<file path="src/rtl/mips_core.svh">
// Core-wide datapath widths shared by every pipeline stage.
`ifndef MIPS_CORE_SVH
`define MIPS_CORE_SVH
`define ADDR_WIDTH 32
`define DATA_WIDTH 32
`endif

</file>
<file path="src/rtl/mips_core_pkg.sv">
// Shared types and widths for the MIPS core front end.
`include "mips_core.svh"

package mips_core_pkg;
    localparam int ADDR_WIDTH = `ADDR_WIDTH;
    localparam int DATA_WIDTH = `DATA_WIDTH;

    typedef enum logic [0:0] {
        BOOT = 1'b0,
        RUN  = 1'b1
    } fetch_state_t;
endpackage

</file>
<file path="src/rtl/hazard_control_ifc.sv">
// Stall/flush bundle driven by the hazard controller into each stage.
interface hazard_control_ifc;
    logic stall;
    logic flush;

    modport in  (input stall, input flush);
    modport out (output stall, output flush);
endinterface

</file>
<file path="src/rtl/load_pc_ifc.sv">
// Control-flow redirect bundle carrying a write enable and the target PC.
interface load_pc_ifc;
    import mips_core_pkg::*;

    logic                  we;
    logic [ADDR_WIDTH-1:0] new_pc;

    modport in  (input we, input new_pc);
    modport out (output we, output new_pc);
endinterface

</file>
<file path="src/rtl/fetch_perf_counter.sv">
// 32-bit event counter that sticks at all-ones instead of wrapping.
module fetch_perf_counter (
    input  logic        clk,
    input  logic        rst_n,
    input  logic        inc,
    output logic [31:0] count
);
    // Saturating increment on each enabled cycle
    always_ff @(posedge clk) begin
        if (!rst_n) begin
            count <= 32'd0;
        end else if (inc && (count != 32'hFFFF_FFFF)) begin
            count <= count + 32'd1;
        end else begin
            count <= count;
        end
    end
endmodule

</file>
<file path="src/rtl/fetch_unit_checker.sv">
// Invariant checks for fetch_unit, kept apart from the datapath.
module fetch_unit_checker (
    input logic clk,
    input logic rst_n,
    input logic miss,
    input logic hold_valid
);
    // A live miss implies the stage was not stalled holding an instruction
    assert property (@(posedge clk) disable iff (!rst_n) !(miss && hold_valid));
endmodule

</file>
<file path="src/rtl/fetch_unit.sv">
// IF-stage PC generator and I-cache request sequencer with a one-entry hold buffer.
// Define FETCH_PERF_EN to build the saturating performance counters.
module fetch_unit
    import mips_core_pkg::*;
#(
    parameter logic [ADDR_WIDTH-1:0] RESET_PC = 32'h0040_0000,
    parameter logic [ADDR_WIDTH-1:0] PC_INCR  = 32'd4
) (
    input  logic                  clk,
    input  logic                  rst_n,
    hazard_control_ifc.in         i2i_hc,
    load_pc_ifc.in                load_pc,
    output logic                  ic_req_valid,
    output logic [ADDR_WIDTH-1:0] ic_req_addr,
    input  logic                  ic_rsp_valid,
    input  logic [DATA_WIDTH-1:0] ic_rsp_data,
    output logic                  if_valid,
    output logic [ADDR_WIDTH-1:0] if_pc,
    output logic [DATA_WIDTH-1:0] if_instr,
    output logic [31:0]           perf_fetched,
    output logic [31:0]           perf_redirects,
    output logic [31:0]           perf_miss_cycles
);
    fetch_state_t          state_r;
    logic [ADDR_WIDTH-1:0] pc_q;
    logic [ADDR_WIDTH-1:0] req_pc_q;
    logic                  req_live_q;
    logic                  hold_valid_q;
    logic [ADDR_WIDTH-1:0] hold_pc_q;
    logic [DATA_WIDTH-1:0] hold_instr_q;
    logic                  stall_s;
    logic                  miss_s;
    logic                  deliver_s;

    assign stall_s   = i2i_hc.stall;
    assign miss_s    = req_live_q & ~ic_rsp_valid;
    assign deliver_s = req_live_q & ic_rsp_valid;

    // Request steering and IF/DEC presentation
    always_comb begin
        ic_req_valid = 1'b0;
        ic_req_addr  = pc_q;
        if (state_r == RUN) begin
            ic_req_valid = 1'b1;
            ic_req_addr  = miss_s ? req_pc_q : pc_q;
        end else begin
            ic_req_valid = 1'b0;
            ic_req_addr  = pc_q;
        end
        if_valid = hold_valid_q | deliver_s;
        if (hold_valid_q) begin
            if_pc    = hold_pc_q;
            if_instr = hold_instr_q;
        end else begin
            if_pc    = req_pc_q;
            if_instr = ic_rsp_data;
        end
    end

    // FSM plus fetch pointer and in-flight request tracking
    always_ff @(posedge clk) begin
        if (!rst_n) begin
            state_r    <= BOOT;
            pc_q       <= RESET_PC;
            req_pc_q   <= RESET_PC;
            req_live_q <= 1'b0;
        end else begin
            case (state_r)
                BOOT: begin
                    state_r <= RUN;
                end
                RUN: begin
                    state_r <= RUN;
                    // Redirect outranks a pending retry; a stall just drops this cycle's request
                    if (load_pc.we) begin
                        pc_q       <= load_pc.new_pc;
                        req_live_q <= 1'b0;
                    end else if (miss_s) begin
                        req_live_q <= 1'b1;
                    end else if (stall_s) begin
                        req_live_q <= 1'b0;
                    end else begin
                        req_pc_q   <= pc_q;
                        pc_q       <= pc_q + PC_INCR;
                        req_live_q <= 1'b1;
                    end
                end
                default: begin
                    state_r    <= BOOT;
                    req_live_q <= 1'b0;
                end
            endcase
        end
    end

    // Hold buffer keeps a delivered word alive across a DEC stall, even through a redirect
    always_ff @(posedge clk) begin
        if (!rst_n) begin
            hold_valid_q <= 1'b0;
            hold_pc_q    <= {ADDR_WIDTH{1'b0}};
            hold_instr_q <= {DATA_WIDTH{1'b0}};
        end else if (!stall_s) begin
            hold_valid_q <= 1'b0;
        end else if (deliver_s && !hold_valid_q) begin
            hold_valid_q <= 1'b1;
            hold_pc_q    <= req_pc_q;
            hold_instr_q <= ic_rsp_data;
        end else begin
            hold_valid_q <= hold_valid_q;
        end
    end

`ifdef FETCH_PERF_EN
    fetch_perf_counter u_perf_fetched (
        .clk   (clk),
        .rst_n (rst_n),
        .inc   (if_valid & ~stall_s),
        .count (perf_fetched)
    );
    fetch_perf_counter u_perf_redirects (
        .clk   (clk),
        .rst_n (rst_n),
        .inc   (load_pc.we),
        .count (perf_redirects)
    );
    fetch_perf_counter u_perf_miss (
        .clk   (clk),
        .rst_n (rst_n),
        .inc   (miss_s),
        .count (perf_miss_cycles)
    );
`else
    assign perf_fetched     = 32'd0;
    assign perf_redirects   = 32'd0;
    assign perf_miss_cycles = 32'd0;
`endif

    fetch_unit_checker u_checker (
        .clk        (clk),
        .rst_n      (rst_n),
        .miss       (miss_s),
        .hold_valid (hold_valid_q)
    );
endmodule

</file>
<file path="src/flat_wrapper.sv">
// flat-port wrapper written by rule: the top's interface ports become plain ports
module fetch_unit_flat import mips_core_pkg::*;
#(
    parameter logic [ADDR_WIDTH-1:0] RESET_PC = 32'h0040_0000,
    parameter logic [ADDR_WIDTH-1:0] PC_INCR  = 32'd4
)
  (clk, rst_n, ic_req_valid, ic_req_addr, ic_rsp_valid, ic_rsp_data, if_valid, if_pc, if_instr, perf_fetched, perf_redirects, perf_miss_cycles, i2i_hc_stall, i2i_hc_flush, load_pc_we, load_pc_new_pc);
  hazard_control_ifc i2i_hc_i ();
  load_pc_ifc load_pc_i ();
  input  logic clk;
  input  logic rst_n;
  output logic ic_req_valid;
  output logic [ADDR_WIDTH-1:0] ic_req_addr;
  input  logic ic_rsp_valid;
  input  logic [DATA_WIDTH-1:0] ic_rsp_data;
  output logic if_valid;
  output logic [ADDR_WIDTH-1:0] if_pc;
  output logic [DATA_WIDTH-1:0] if_instr;
  output logic [31:0] perf_fetched;
  output logic [31:0] perf_redirects;
  output logic [31:0] perf_miss_cycles;
  input wire logic [$bits(i2i_hc_i.stall)-1:0] i2i_hc_stall;
  input wire logic [$bits(i2i_hc_i.flush)-1:0] i2i_hc_flush;
  input wire logic [$bits(load_pc_i.we)-1:0] load_pc_we;
  input wire logic [$bits(load_pc_i.new_pc)-1:0] load_pc_new_pc;
  assign i2i_hc_i.stall = i2i_hc_stall;
  assign i2i_hc_i.flush = i2i_hc_flush;
  assign load_pc_i.we = load_pc_we;
  assign load_pc_i.new_pc = load_pc_new_pc;
  fetch_unit #(.RESET_PC(RESET_PC), .PC_INCR(PC_INCR)) u_core (.clk(clk), .rst_n(rst_n), .i2i_hc(i2i_hc_i), .load_pc(load_pc_i), .ic_req_valid(ic_req_valid), .ic_req_addr(ic_req_addr), .ic_rsp_valid(ic_rsp_valid), .ic_rsp_data(ic_rsp_data), .if_valid(if_valid), .if_pc(if_pc), .if_instr(if_instr), .perf_fetched(perf_fetched), .perf_redirects(perf_redirects), .perf_miss_cycles(perf_miss_cycles));
endmodule
</file>
<file path="config.mk">
export PLATFORM = sky130hd
export DESIGN_NAME = fetch_unit_flat
export DESIGN_NICKNAME = d
export VERILOG_FILES = /design/src/rtl/mips_core_pkg.sv /design/src/rtl/hazard_control_ifc.sv /design/src/rtl/load_pc_ifc.sv /design/src/rtl/fetch_perf_counter.sv /design/src/rtl/fetch_unit_checker.sv /design/src/rtl/fetch_unit.sv /design/src/flat_wrapper.sv
export VERILOG_INCLUDE_DIRS = /design/src /design/src/rtl
export SDC_FILE = /design/constraint.sdc
export NUM_CORES = 1
export LEC_CHECK = 0
export BUFFER_PORTS_ARGS = -buffer_cell sky130_fd_sc_hd__buf_2
export CAP_MARGIN = 20
export CORE_MARGIN = 2
export CORE_UTILIZATION = 30
export CTS_BUF_LIST = sky130_fd_sc_hd__clkbuf_4
export DETAILED_ROUTE_END_ITERATION = 7
export PLACE_DENSITY = 0.62
export SLEW_MARGIN = 20
export SYNTH_ARGS = -nofsm -noshare
export SYNTH_HDL_FRONTEND = slang
export SYNTH_SLANG_ARGS = --single-unit
</file>
<file path="constraint.sdc">
create_clock -name clk -period 2.2 [get_ports clk]
set_input_delay 0.44 -clock clk [delete_from_list [all_inputs] [get_ports clk]]
set_output_delay 0.44 -clock clk [all_outputs]
set_load 0.1 [all_outputs]
</file>
* Word-level counts from Yosys, hierarchy flattened
Cells that the tools add are included.
** Cells by class
- Reduce and logical (&&, ||, !) cells :: 6
- Shifts and indexed selects :: 0
- $mul :: 0
- Div/mod/pow operators :: 0
- Add/sub/neg operators :: 1
- $lt $le $gt $ge :: 0
- Multiplexer cells :: 12
- Equal/unequal tests :: 2
- Bitwise operators :: 7
** Operators by type and width (number)
- $mux W32 :: 7
- $add A32 B3 Y32 const B :: 1
- $mux W1 :: 5
- $not A1 Y1 :: 4
- $reduce_and A2 Y1 :: 2
- $reduce_and A4 Y1 :: 1
- $reduce_and A3 Y1 :: 1
- $and A1 B1 Y1 :: 2
- $ne A2 B1 Y1 const B :: 1
- $ne A2 B2 Y1 const B :: 1
- $logic_and A1 B1 Y1 :: 1
- $logic_not A1 Y1 :: 1
- $or A1 B1 Y1 :: 1
** Word-level totals
- Input port bits :: 70
- Memory bits (writable) :: 0
- Latch bits :: 0
- Output and inout bits :: 194
- Memories kept :: 0
- Logic and storage cells :: 35
- Flip-flop bits (word level) :: 131
- ROM bits :: 0

* Longest topological paths before layout
- Depth in word-level cells :: 4
- Gate-level depth with buffers :: 7
- Depth with buffers taken out :: 6

* Worst setup path before layout
No wires, ideal clock.
- Kind :: reg2out
- Start :: reg u_core.state_r
- End :: out ic_req_addr[0]
- Stages on the path, launching flop included :: 5
- Path slack :: -0.497 ns
- Arrival :: 2.257 ns
- Buffers on the path :: 2
- Data required time :: 1.760 ns
- Cells stage by stage :: dfxtp_1 -> clkbuf_1 -> nand2_1 -> buf_1 -> mux2_2
** On the way
- Cells in the longest elaborated chain, start to end :: 1
** Ends and longest elaborated chain
- start: declaration :: RTL line fetch_unit.sv:24 : fetch_state_t state_r;
- start signal: assignment :: RTL line fetch_unit.sv:63 : state_r <= BOOT;
- start signal: assignment :: RTL line fetch_unit.sv:70 : state_r <= RUN;
- start signal: assignment :: RTL line fetch_unit.sv:73 : state_r <= RUN;
- $mux W32 :: RTL line fetch_unit.sv:43 : if (state_r == RUN) begin
- end: declaration :: RTL line flat_wrapper.sv:13 : output logic [ADDR_WIDTH-1:0] ic_req_addr;
No other way between the ends.

* Worst setup path in the final report
- Start :: reg u_core.req_live_q
- End :: out ic_req_addr[10]
** On the way
- Cells in the longest elaborated chain, start to end :: 3
** Ends and longest elaborated chain
- start: declaration :: RTL line fetch_unit.sv:27 : logic req_live_q;
- start signal: assignment :: RTL line fetch_unit.sv:66 : req_live_q <= 1'b0;
- start signal: assignment :: RTL line fetch_unit.sv:77 : req_live_q <= 1'b0;
- start signal: assignment :: RTL line fetch_unit.sv:79 : req_live_q <= 1'b1;
- $and A1 B1 Y1 :: RTL line fetch_unit.sv:36 : assign miss_s = req_live_q & ~ic_rsp_valid;
- $mux W32 :: RTL line fetch_unit.sv:45 : ic_req_addr = miss_s ? req_pc_q : pc_q;
- $mux W32 :: RTL line fetch_unit.sv:43
No other way between the ends.

==> Flow_metrics.wiki <==
{| class="wikitable"
! Metric !! Value
|-
| Outcome || finished with violations
|-
| Violations in the final reports || negative setup slack
|-
| Worst stage delay on the critical path || approximately 0.35 ns
|-
| Most used flip-flop cell after synthesis || sky130_fd_sc_hd__dfxtp_1
|-
| Initial Util || 30.7%
|-
| Crit path cell chain || nor2b_4, nand2_4, clkbuf_16, mux2_4, buf_12
|-
| Endpoint arrival time on the critical path || 1.90 ns
|-
| Type of destination of the critical path || output port
|-
| Startpoint of the worst-slack reg-to-reg timing path || u_core.pc_q[19]
|-
| # port buffers || around 170
|-
| Clock Tree Buf Depth || 2
|-
| Buffer type at the clock tree root || sky130_fd_sc_hd__clkbuf_4
|-
| Congestion Overflow GR || 0
|-
| Final core area utilization || 46.1%
|-
| Final weighted congestion in routability-driven placement || 0.825
|-
| Via count of the first global-routing pass || between 6000 and 7000
|-
| Top area cells in the synthesized netlist || sky130_fd_sc_hd__dfxtp_1, sky130_fd_sc_hd__mux2_2, sky130_fd_sc_hd__nand2_1
|-
| Class of the tightest hold or removal check || input port to flop
|-
| Number of buffers inserted for hold repair after clock tree synthesis || 0
|-
| Die area || 25400 µm²
|-
| Share of the yosys chip area belonging to registers || 36.2%
|-
| Number of enable flip-flop cells after synthesis || 0
|-
| Worst Setup Path Type || flop to output port
|-
| Gate Count Post-Synth || 907
|-
| Final setup fails || 67
|-
| Worst-path cell with the longest stage delay || sky130_fd_sc_hd__dfxtp_2
|-
| Async set-reset flop share out of synthesis || 0%
|-
| Number of cells on the worst hold path || 3
|-
| Antenna Violating Nets Remaining || 0
|-
| Min cycle time layout || 2.34 ns
|-
| Worst Setup Start Kind || flop
|-
| Sequential standard cell area || 2630 µm²
|-
| Required time reported for the critical path endpoint || between 1.5 and 2 ns
|-
| Highest net fanout along the worst path || 6
|-
| HPWL after detailed placement || 15.6 mm
|-
| Setup ws final || -0.144 ns
|-
| Worst Hold Margin || 0.116 ns
|-
| IR Drop Worst-Case VDD || 278 µV
|-
| Number of flip-flops and latches in the synthesized netlist || roughly 130
|-
| Number of cells traversed by the worst register-to-register path || 6
|-
| Final Routed Wirelength || 23.4 mm
|-
| Number of slew-limit violations in the final report || 0
|-
| Fill cell total of the finished layout || 2232
|-
| Layout cells sized above 1 || 34.1%
|-
| Clock tree from TritonCTS || built
|-
| Site row count || 56
|-
| Min-delay src || load_pc_new_pc[22]
|-
| Die Wd || 159 µm
|-
| Largest net degree at the start of global routing || 56
|-
| Max-cap violations || 0
|-
| Fraction of the cycle the final worst path needs || 107%
|-
| Hold Violations, Final || 0
|-
| Number of DRC violations after detailed-routing iteration 0 || 453
|-
| Number of library cell types mapped by synthesis || 59
|-
| Synth Area per Inst || 7.99 µm²
|-
| Beginning of the critical path || u_core.req_live_q
|-
| Relative max-transition margin || 63.9%
|-
| Pre-CTS setup slack || 0.182 ns
|-
| CTS sink cnt || 131
|-
| Top-count cell post-synth || sky130_fd_sc_hd__nand2_1
|-
| Wire length of the first global-routing pass || about 36 mm
|-
| Mapped Area || 7250 µm²
|-
| Worst-path clk slew || 0.13 ns
|-
| Routed length per instance || 16.4 µm
|-
| Clock insertion delay at the later pin of the skew report || 0.56 ns
|-
| Placed Area || 9940 µm²
|-
| Syn-to-layout area delta || 50.2%
|-
| Die Y-Extent || 159 µm
|-
| Detailed-route vias per instance || 4.77
|-
| Initial antenna violation count || 5
|-
| Total core area || 23600 µm²
|-
| Warning count from the yosys run || 0
|-
| Commonest cells in the netlist || sky130_fd_sc_hd__nand2_1, sky130_fd_sc_hd__dfxtp_1, sky130_fd_sc_hd__a21oi_1, sky130_fd_sc_hd__mux2_2, sky130_fd_sc_hd__buf_4
|-
| Number of nets in the layout || 1165
|-
| Multi-input combinational cell area || around 4400 µm²
|-
| Leakage || 4.41 nW
|-
| H-Tree Level Count || 4
|-
| Number of remaining DRC errors || 0
|-
| Setup skew after layout || roughly 0.016 ns
|-
| Achievable clock frequency || 427 MHz
|-
| Proportion of netlist area held by the largest area contributor || 36.2%
|-
| Post-synth top area cell || sky130_fd_sc_hd__dfxtp_1
|-
| Count of pins on the block boundary || 264
|-
| Total routing resource utilization after global routing || 18.0%
|-
| Post-route design area || ~11000 µm²
|-
| Number of buffers inserted during clock tree synthesis || 17
|-
| Via count of the routed design || between 6000 and 7000
|-
| Transition time of the tightest slew-check pin || 0.546 ns
|-
| RSZ-0062 raised after global routing || true
|-
| TritonRoute pass-1 iters || 5
|-
| Ratio of total power to cell area || about 620 nW/µm²
|}
==> through the flow <==
| step | power, mW | cells | setup TNS, ns |
|---|---|---|---|
| final | 6.72 | 1430 | -4.82 |
| after global routing | 6.98 | 1429 | -13.29 |
| after CTS | 6.79 | 1428 | -12.02 |
| after detailed placement | 4.75 | 1377 | 0 |
| after global placement | 4.73 | 1377 | 0 |
| after floorplan | 4.29 | 1002 | 0 |
==> final timing paths <==
path                                             end  slack, ns
worst min register to register  u_core.hold_pc_q[30]       0.46
worst max-delay path                 ic_req_addr[10]      -0.14
worst max register to register       u_core.pc_q[26]       0.20
worst min-delay path                 u_core.pc_q[22]       0.12
==> registers in the layout, summed over array words and instances, names as in the netlist <==
register / flops
u_core.pc_q: 32
u_core.hold_instr_q: 32
u_core.hold_pc_q: 32
u_core.req_pc_q: 32
u_core.req_live_q: 1
u_core.hold_valid_q: 1
u_core.state_r: 1
==> area by class of cell <==
class	count	share of cell area, %
well taps	319	3.67
multi-input cells	707	40.3
inverters	5	0.184
flip-flops and latches	131	24.2
diodes	4	0.0920
clock buffers	17	1.17
repair buffers	232	28.5
clock inverters	15	1.97
==> power breakdown <==
part           switching [mW]  total (mW)  internal [mW]  leakage [nW]
clock network           0.965        1.97           1.00         0.175
logic                    1.67        2.26          0.589          3.17
registers              0.0664        2.49           2.42          1.06
total                    2.70        6.72           4.02          4.41
==> per-layer routing <==
layer / wire length [µm] / GRT usage [%]
met5: 12 / 0
met2: 11300 / 29.2
met4: 510 / 6.65
met3: 1420 / 4.27
met1: 10100 / 23.1
==> repair_timing <==
item,in CTS,in global routing
pin swaps,1,0
cloned,6,3
setup endpoints to repair,96,96
buffers inserted,13,0
resized for setup,89,4
==> worst max-delay path: cells and delay by family, from the launching register on <==
family / cells / cell delay [ns]
simple gates: 2 / 0.29
mux: 1 / 0.32
flops: 1 / 0.35
buf+inv: 2 / 0.37
==> layout by cell type (no fill, tap or decap), drive strengths merged, types with 3 or more instances in the layout <==
master	netlist	layout
buf	110	229
nand2	216	216
dfxtp	131	131
a21oi	118	118
mux2	98	98
conb	1	96
nor2	29	29
clkbuf	49	20
o21ai	18	18
nand3	17	17
nand4	12	12
nor3	11	11
nor4	8	8
clkinv	0	8
and3	7	7
a31oi	6	6
nand2b	5	5
mux2i	5	5
o22ai	5	5
bufinv	0	5
diode	0	4
and2	4	4
inv	5	4
a21o	3	3
nor3b	3	3
or4	3	3
o31ai	3	3
clkinvlp	0	3
or2	3	3
==> kinds of logic (layout without fill, tap and decap cells) <==
group                    Yosys count  count (layout)  synth area share, %
buffers and inverters            164             269                 13.5
AND/OR/NAND/NOR                  329             329                 20.2
multiplexers                     103             103                 15.9
flip-flops                       131             131                 36.2
other                              1             100               0.0517
AO/OA/AOI/OAI                    178             178                 14.0
adder cells (fa/ha/maj)            1               1                0.173
No activity file was read; power rests on OpenSTA's default activity.
